### config.mk
export PLATFORM = sky130hd
export DESIGN_NAME = arb_rr4_ctrl
export DESIGN_NICKNAME = d
export VERILOG_FILES = /design/src/rtl/arb_pkg.sv /design/src/rtl/arb_rr4_ctrl_dec.sv /design/src/rtl/arb_rr4_ctrl.sv
export SDC_FILE = /design/constraint.sdc
export NUM_CORES = 1
export LEC_CHECK = 0
export ABC_AREA = 1
export BUFFER_PORTS_ARGS = -buffer_cell sky130_fd_sc_hd__buf_2
export CAP_MARGIN = 20
export CORE_MARGIN = 2
export CORE_UTILIZATION = 55
export DETAILED_ROUTE_END_ITERATION = 8
export PLACE_DENSITY = 0.85
export REMOVE_ABC_BUFFERS = 1
export SETUP_SLACK_MARGIN = 0.5
export SLEW_MARGIN = 15
export SYNTH_ARGS = -nofsm -noshare
export SYNTH_HDL_FRONTEND = slang
export SYNTH_SLANG_ARGS = --single-unit
### constraint.sdc
create_clock -name clk -period 3.7 [get_ports clk]
set_input_delay 0.185 -clock clk [delete_from_list [all_inputs] [get_ports clk]]
set_output_delay 0.185 -clock clk [all_outputs]
set_load 0.05 [all_outputs]
### src/rtl/arb_pkg.sv
// Shared types and helpers for the 4-way round-robin arbiter.
// Holds FSM states, sizes and the rotate-and-first-set search.
package arb_pkg;

  localparam int NUM_REQ = 4;
  localparam int IDX_W   = 2;

  typedef enum logic {
    IDLE  = 1'b0,
    GRANT = 1'b1
  } state_t;

  typedef struct packed {
    logic             found;
    logic [IDX_W-1:0] idx;
  } pick_t;

  // Scan last+1 .. last+4 (mod 4) and return the first set bit.
  // The loop walks backwards so the nearest hit is written last.
  function automatic pick_t rr_pick(
    input logic [NUM_REQ-1:0] req,
    input logic [IDX_W-1:0]   last
  );
    pick_t            r;
    logic [IDX_W-1:0] i;
    r = '{found: 1'b0, idx: '0};
    for (int k = NUM_REQ; k >= 1; k--) begin
      i = last + IDX_W'(k);
      if (req[i]) r = '{found: 1'b1, idx: i};
    end
    return r;
  endfunction

endpackage

### src/rtl/arb_rr4_ctrl_dec.sv
// 2-to-4 one-hot decoder with enable; drives the grant lines.
// Ports: in (binary index), en (enable), out (one-hot or zero).
module decoder_2to4 (
  input  logic [1:0] in,
  input  logic       en,
  output logic [3:0] out
);

  always_comb begin
    out = 4'b0000;
    if (en) begin
      unique case (1'b1)
        (in == 2'd0): out = 4'b0001;
        (in == 2'd1): out = 4'b0010;
        (in == 2'd2): out = 4'b0100;
        (in == 2'd3): out = 4'b1000;
        default:      out = 4'b0000;
      endcase
    end
  end

endmodule

### src/rtl/arb_rr4_ctrl.sv
// Round-robin arbiter with grant lock and hold-limit timeout.
// Ports: clk, rst_n, arb_en, req[4] in; grant[4], grant_idx, busy, timeout out.
module arb_rr4_ctrl
  import arb_pkg::*;
#(
  parameter int MAX_HOLD = 8,
  parameter int CNT_W    = 8
) (
  input  logic               clk,
  input  logic               rst_n,
  input  logic               arb_en,
  input  logic [NUM_REQ-1:0] req,
  output logic [NUM_REQ-1:0] grant,
  output logic [IDX_W-1:0]   grant_idx,
  output logic               busy,
  output logic               timeout
);

  state_t           state_q, state_n;
  logic [IDX_W-1:0] idx_q, idx_n;
  logic [IDX_W-1:0] last_q, last_n;
  logic [CNT_W-1:0] cnt_q, cnt_n;
  logic             to_q, to_n;

  pick_t pick_idle;
  pick_t pick_hand;
  logic  rel;
  logic  hit_max;

  assign pick_idle = rr_pick(req, last_q);
  // On handover the pointer becomes the old owner.
  assign pick_hand = rr_pick(req, idx_q);
  assign rel       = ~req[idx_q];
  assign hit_max   = req[idx_q] && (cnt_q == CNT_W'(MAX_HOLD));

  always_ff @(posedge clk) begin
    if (!rst_n) begin
      state_q <= IDLE;
      idx_q   <= '0;
      last_q  <= IDX_W'(NUM_REQ - 1);
      cnt_q   <= '0;
      to_q    <= 1'b0;
    end else begin
      state_q <= state_n;
      idx_q   <= idx_n;
      last_q  <= last_n;
      cnt_q   <= cnt_n;
      to_q    <= to_n;
    end
  end

  always_comb begin
    state_n = state_q;
    idx_n   = idx_q;
    last_n  = last_q;
    cnt_n   = cnt_q;
    to_n    = 1'b0;
    unique case (state_q)
      IDLE: begin
        if (arb_en && pick_idle.found) begin
          state_n = GRANT;
          idx_n   = pick_idle.idx;
          cnt_n   = CNT_W'(1);
        end
      end
      GRANT: begin
        if (rel || hit_max) begin
          last_n = idx_q;
          to_n   = hit_max;
          if (arb_en && pick_hand.found) begin
            idx_n = pick_hand.idx;
            cnt_n = CNT_W'(1);
          end else begin
            state_n = IDLE;
            idx_n   = '0;
            cnt_n   = '0;
          end
        end else begin
          cnt_n = cnt_q + CNT_W'(1);
        end
      end
      default: state_n = IDLE;
    endcase
  end

  assign busy      = (state_q == GRANT);
  assign grant_idx = idx_q;
  assign timeout   = to_q;

  decoder_2to4 u_dec (
    .in  (idx_q),
    .en  (busy),
    .out (grant)
  );

endmodule

==> impl_metrics.tcl, run 1 <==
set metrics [dict create \
    setup.worst_path.start_class "register" \
    io_pins 15 \
    avgSynthCellArea_um2 5.959 \
    clock-sinks 14 \
    start_util_pct 57.92 \
    cts_setup_buffers 0 \
    setup_violations 0 \
    nFillCells 208 \
    synthSimpleGateAreaFrac_pct 51.46 \
    finalMaxSlewViolations 0 \
    row_count 17 \
    p_leak_nw 0.7456 \
    wire_per_inst_um 10.19 \
    crit_top_cell "nand2_1" \
    synth_xor_area_share_pct 0.6836 \
    power_density_nw_per_um2 412.3 \
    clock_path_buffers 2 \
    diodes 0 \
    drtPass1Iterations 4 \
    cts_buffers 3 \
    ys_types 25 \
    post-dp-hpwl_mm 2.061 \
    postSynthCellCount 215 \
    synth_area_um2 1281 \
    die_area_um2 2732 \
    fin_cells 258 \
    clkTransAtPathRegs_ns 0.09 \
    fin_nets 244 \
    htree_levels 1 \
    crit_type "register to register" \
    cts-resized-gates 0 \
    worst-path-buf-inv 1 \
    finalPower_mw 0.5716 \
    clockRootBuffer "clkbuf_4" \
    rsz0062_at_grt "false" \
    die_height_um 52.27 \
    cp_max_fo 6 \
    cts_tree "yes" \
    overflow 0 \
    crit_arrival_ns 1.98 \
    final_common_cell "nand2_1" \
    grt_pass1_wl_mm 4.395 \
    hold_path_class "input port to register" \
    antenna_left 0 \
    multi_input_area_um2 855.8 \
    tightest_slew_ns 0.4591 \
    synth-adder-area-share_pct 5.859 \
    grt_max_degree 13 \
    synth-compound-area-share_pct 8.789 \
    max_freq_mhz 557.7 \
    layout_min_cycle_time_ns 1.793 \
    timing.hold.ws_ns 0.1793 \
    finalCritPeriodShare_pct 48.46 \
    wirelength_mm 2.629 \
    drive_gt1_share_pct 17.83 \
    drt_iter0_markers 45 \
    slowest_delay_ns 0.46 \
    synth_seq_cells 14 \
    drv_cap 0 \
    area_delta_synth_final_pct 8.203 \
    slowest_stage "dfxtp_1" \
    core_area_um2 2212 \
    slew_headroom_pct 69.35 \
    worstSetupEndpointType "register" \
    final_cell_mix "nand2_1, inv_1, nand3_1, dfxtp_1, buf_2" \
    cts_hold_buf 0 \
    skew_ns 0.004276 \
    drt-vias-per-instance 4.984 \
    port_buffers 14 \
    gp_congestion 0.8481 \
    path_cells "inv_1 > ha_1 > nand3b_1 > nand2_1 > nor2_1 > nand3_2 > nand3_1 > nand2_1 > nand2_1 > nor2_1" \
    vias 1286 \
    clk-insertion-delay-late_ns 0.27 \
    route.detailed.drc 0 \
    outcome "completed" \
    crit_required_ns 3.88 \
    die-width_um 52.27 \
    yosysWarnings 0 \
    grt.total_usage_pct 21.16 \
    muxShareOfSynthArea_pct 0 \
    crit_family "simple AND/OR/NAND/NOR gates" \
    seq_area_um2 280.3 \
    grt_pass1_vias 1065 \
    ir_worst_vdd_mv 0.2622 \
    hold_viol 0 \
    placedCellCount 254 \
    ys_seq_area_share_pct 21.87 \
    antenna_found_initial 0 \
    synth_top_family_by_area "simple AND/OR/NAND/NOR gates" \
    tns_ns 0 \
]
==> final timing paths <==
path / startpoint / cells past startpoint / end / slack, ns
setup reg to reg: grant_idx[1] / 10 / grant_idx[0] / 1.91
hold / removal: rst_n / 2 / last_q[1] / 0.18
hold reg to reg: cnt_q[3] / 2 / cnt_q[3] / 0.48
setup / recovery: grant_idx[1] / 10 / grant_idx[0] / 1.91
==> worst register-to-register path, cell delays in order, from the launching register on <==
cell	delay, ns
dfxtp_1	0.46
inv_1	0.18
ha_1	0.38
nand3b_1	0.14
nand2_1	0.07
nor2_1	0.13
nand3_2	0.09
nand3_1	0.11
nand2_1	0.06
nand2_1	0.06
nor2_1	0.04
==> routing by layer <==
layer | share of wire, % | wire length (um) | GRT usage, % | vias to the layer above
li1 | - | - | - | 697
met1 | 54 | 1423 | 30.11 | 556
met2 | 41 | 1080 | 34.39 | 29
met3 | 3.8 | 101 | 2.000 | 4
met5 | 0 | 0 | 0 | -
met4 | 0.87 | 23 | 5.128 | 0
==> final cells by class <==
type                            count  area share, %
Clock buffer                        4          2.617
Inverter                           29          7.852
Multi-Input combinational cell    169          61.73
Sequential cell                    14          20.22
Tap cell                           28          2.527
Timing Repair Buffer               14          5.054
==> metrics by stage <==
stage / utilization (%) / instance area (um2) / worst slack (ns)
after CTS: 62.67 / 1386 / 1.928
after floorplan: - / 1245 / 1.666
after global placement: 61.03 / 1350 / 1.972
after detailed placement: 61.03 / 1350 / 1.950
final: 62.67 / 1386 / 1.907
after global routing: 62.67 / 1386 / 1.757
==> power by group <==
| group | switching (mW) | total (mW) | internal, mW |
|---|---|---|---|
| clock network | 0.0487 | 0.108 | 0.0598 |
| registers | 0.0225 | 0.184 | 0.162 |
| logic | 0.191 | 0.279 | 0.0876 |
==> state kept, by name, summed over array words and instances (netlist names) <==
signal     flops
last_q         2
cnt_q          8
timeout        1
grant_idx      2
busy           1
==> cell usage after synthesis <==
cell type	number	area [um2]
inv_1	25	93.84
clkbuf_8	1	13.76
nor2_2	2	12.51
nand2_4	1	11.26
nand2_2	6	37.54
nor2_8	1	20.02
o211ai_1	2	15.01
o21ai_0	4	20.02
o21ai_1	4	20.02
a21oi_1	8	40.04
nor2_1	13	48.80
nand3_1	14	70.07
inv_2	4	15.01
nand3_2	4	40.04
nand4_1	2	12.51
nand2_1	91	341.6
dfxtp_1	14	280.3
nor3_1	2	10.01
xor2_1	1	8.760
a21oi_2	2	17.52
nor2_4	3	33.78
and2_1	1	6.260
buf_6	2	22.52
ha_1	6	75.07
nand3b_1	2	15.01
==> cells by family after synthesis <==
family / Yosys count
xor+xnor: 1
compound gates: 20
simple gates: 142
buf+inv: 32
fa+ha+maj: 6
flops: 14
(Power assumes the default switching activity.)
==> inputs of run 2 (changes only) <==
==> constraint.sdc (replaced) <==
create_clock -name clk -period 1.85 [get_ports clk]
set_input_delay 0.0925 -clock clk [delete_from_list [all_inputs] [get_ports clk]]
set_output_delay 0.0925 -clock clk [all_outputs]
set_load 0.05 [all_outputs]
==> impl_metrics.tcl, run 2 (synthesis gave the netlist of run 1 again) <==
set metrics [dict create \
    finalCritPeriodShare_pct 76.42 \
    drive_gt1_share_pct 33.61 \
    largest-register "cnt_q" \
    die_area_um2 2732 \
    clkTransAtPathRegs_ns 0.08 \
    largest_reg_flops 8 \
    drt-vias-per-instance 5.086 \
    gp_congestion 0.8450 \
    wire_per_inst_um 10.95 \
    hold_start "rst_n" \
    cts_tree "yes" \
    tightest_slew_ns 0.2673 \
    clock-sinks 14 \
    final_cell_mix "nand2_1, inv_1, nand2_2" \
    crit_required_ns 2.03 \
    cp_max_fo 4 \
    route.detailed.drc 0 \
    antenna_found_initial 0 \
    core_area_um2 2212 \
    crit_arrival_ns 1.59 \
    setup_slack_ns 0.4363 \
    antenna_left 0 \
    skew_ns 0.004939 \
    htree_levels 1 \
    preCtsSetupSlack_ns 0.3431 \
    r2r_start "last_q[0]" \
    tns_ns 0 \
    worstSetupEndpointType "register" \
    drtPass1Iterations 4 \
    placedCellCount 260 \
    layout_min_cycle_time_ns 1.414 \
    rrSetupSlack_ns 0.44 \
    post-dp-hpwl_mm 1.989 \
    die-width_um 52.27 \
    final_common_cell "nand2_1" \
    io_pins 15 \
    die_height_um 52.27 \
    finalMaxSlewViolations 0 \
    crit_type "register to register" \
    ir_worst_vdd_mv 0.6661 \
    setup.worst_path.start_class "register" \
    start_util_pct 57.92 \
    drt_iter0_markers 34 \
    rsz0062_at_grt "true" \
    diodes 0 \
    hold_path_class "input port to register" \
    grt_pass1_vias 1194 \
    port_buffers 14 \
    nFillCells 177 \
    hold_viol 0 \
    fin_cells 269 \
    vias 1368 \
    wirelength_mm 2.945 \
    multi_input_area_um2 948.4 \
    slew_headroom_pct 82.16 \
    grt_max_degree 13 \
    clock_path_buffers 2 \
    area_delta_synth_final_pct 26.07 \
    fin_nets 255 \
    critPathLaunch "last_q[0]" \
    cts_buffers 3 \
    overflow 0 \
    p_leak_nw 0.8238 \
    setup_violations 0 \
    power_density_nw_per_um2 806.2 \
    drv_cap 0 \
    clk-insertion-delay-late_ns 0.28 \
    max_freq_mhz 707.4 \
    seq_area_um2 290.3 \
    row_count 17 \
    grt_pass1_wl_mm 4.919 \
    clockRootBuffer "clkbuf_4" \
    outcome "completed" \
    grt.total_usage_pct 23.58 \
]
==> run 2: changes by cell type in the layout (fill, tap and decap cells not counted), moves of 2 or more <==
cell / previous run / this run
a21oi_1: 8 / 6
buf_6: 0 / 5
buf_4: 0 / 7
nor2_2: 2 / 5
a21oi_2: 2 / 4
dfxtp_1: 14 / 8
dfxtp_2: 0 / 5
nand2_2: 6 / 16
o21ai_2: 0 / 2
nand2_1: 91 / 80
nand3_1: 14 / 12
nor2_1: 13 / 9
buf_2: 14 / 11
==> run 2: cell type report <==
cell class / count / share of cell area, %
multi-input cells: 169 / 58.71
inverters: 29 / 7.049
repair buffers: 25 / 11.85
flip-flops and latches: 14 / 17.97
clock buffers: 4 / 2.246
well taps: 28 / 2.169
==> run 2: final timing paths <==
check / cells after the start / to
worst max register to register: 10 / grant_idx[0]
worst min-delay path: 2 / last_q[0]
worst max-delay path: 10 / grant_idx[0]
worst min register to register: 2 / cnt_q[3]
==> run 2: power breakdown <==
group / switching [mW] / internal [mW] / total, mW
logic: 0.461 / 0.271 / 0.732
registers: 0.0247 / 0.328 / 0.352
clock network: 0.0980 / 0.120 / 0.218
==> run 2: through the flow <==
step           utilization (%)  total power, mW  area (um2)  hold WS [ns]
3_3_place_gp             63.07           0.9542        1395        0.3646
6_report                 73.02            1.302        1615       0.08051
2_1_floorplan                -           0.8121        1245        0.1901
3_5_place_dp             63.07           0.9613        1395        0.3711
5_1_grt                  73.02            1.394        1615       0.08470
4_1_cts                  69.46            1.248        1536       0.08104
==> run 2: timing repair <==
| action | in CTS | in global routing |
|---|---|---|
| hold buffers | 0 | 0 |
| setup buffers | 3 | 1 |
| resized for setup | 21 | 24 |
| endpoints found under the setup margin | 14 | 18 |
| pin swaps | 16 | 6 |
| cloned | 1 | 0 |
==> run 2: routing by layer <==
| layer | wire [um] | track usage [%] |
|---|---|---|
| met3 | 105 | 5.143 |
| met4 | 7 | 2.564 |
| met2 | 1438 | 39.87 |
| met1 | 1393 | 31.75 |
| met5 | 0 | 0 |
==> run 2: worst max-delay path, cell delays in order (launching register included) <==
cell,delay [ns]
dfxtp_4,0.39
buf_2,0.15
nand2_1,0.06
nand2_2,0.09
nor2_1,0.04
nand2_1,0.08
nand2_2,0.07
a21oi_2,0.17
nand3_2,0.09
nor2_1,0.12
nor2_1,0.04
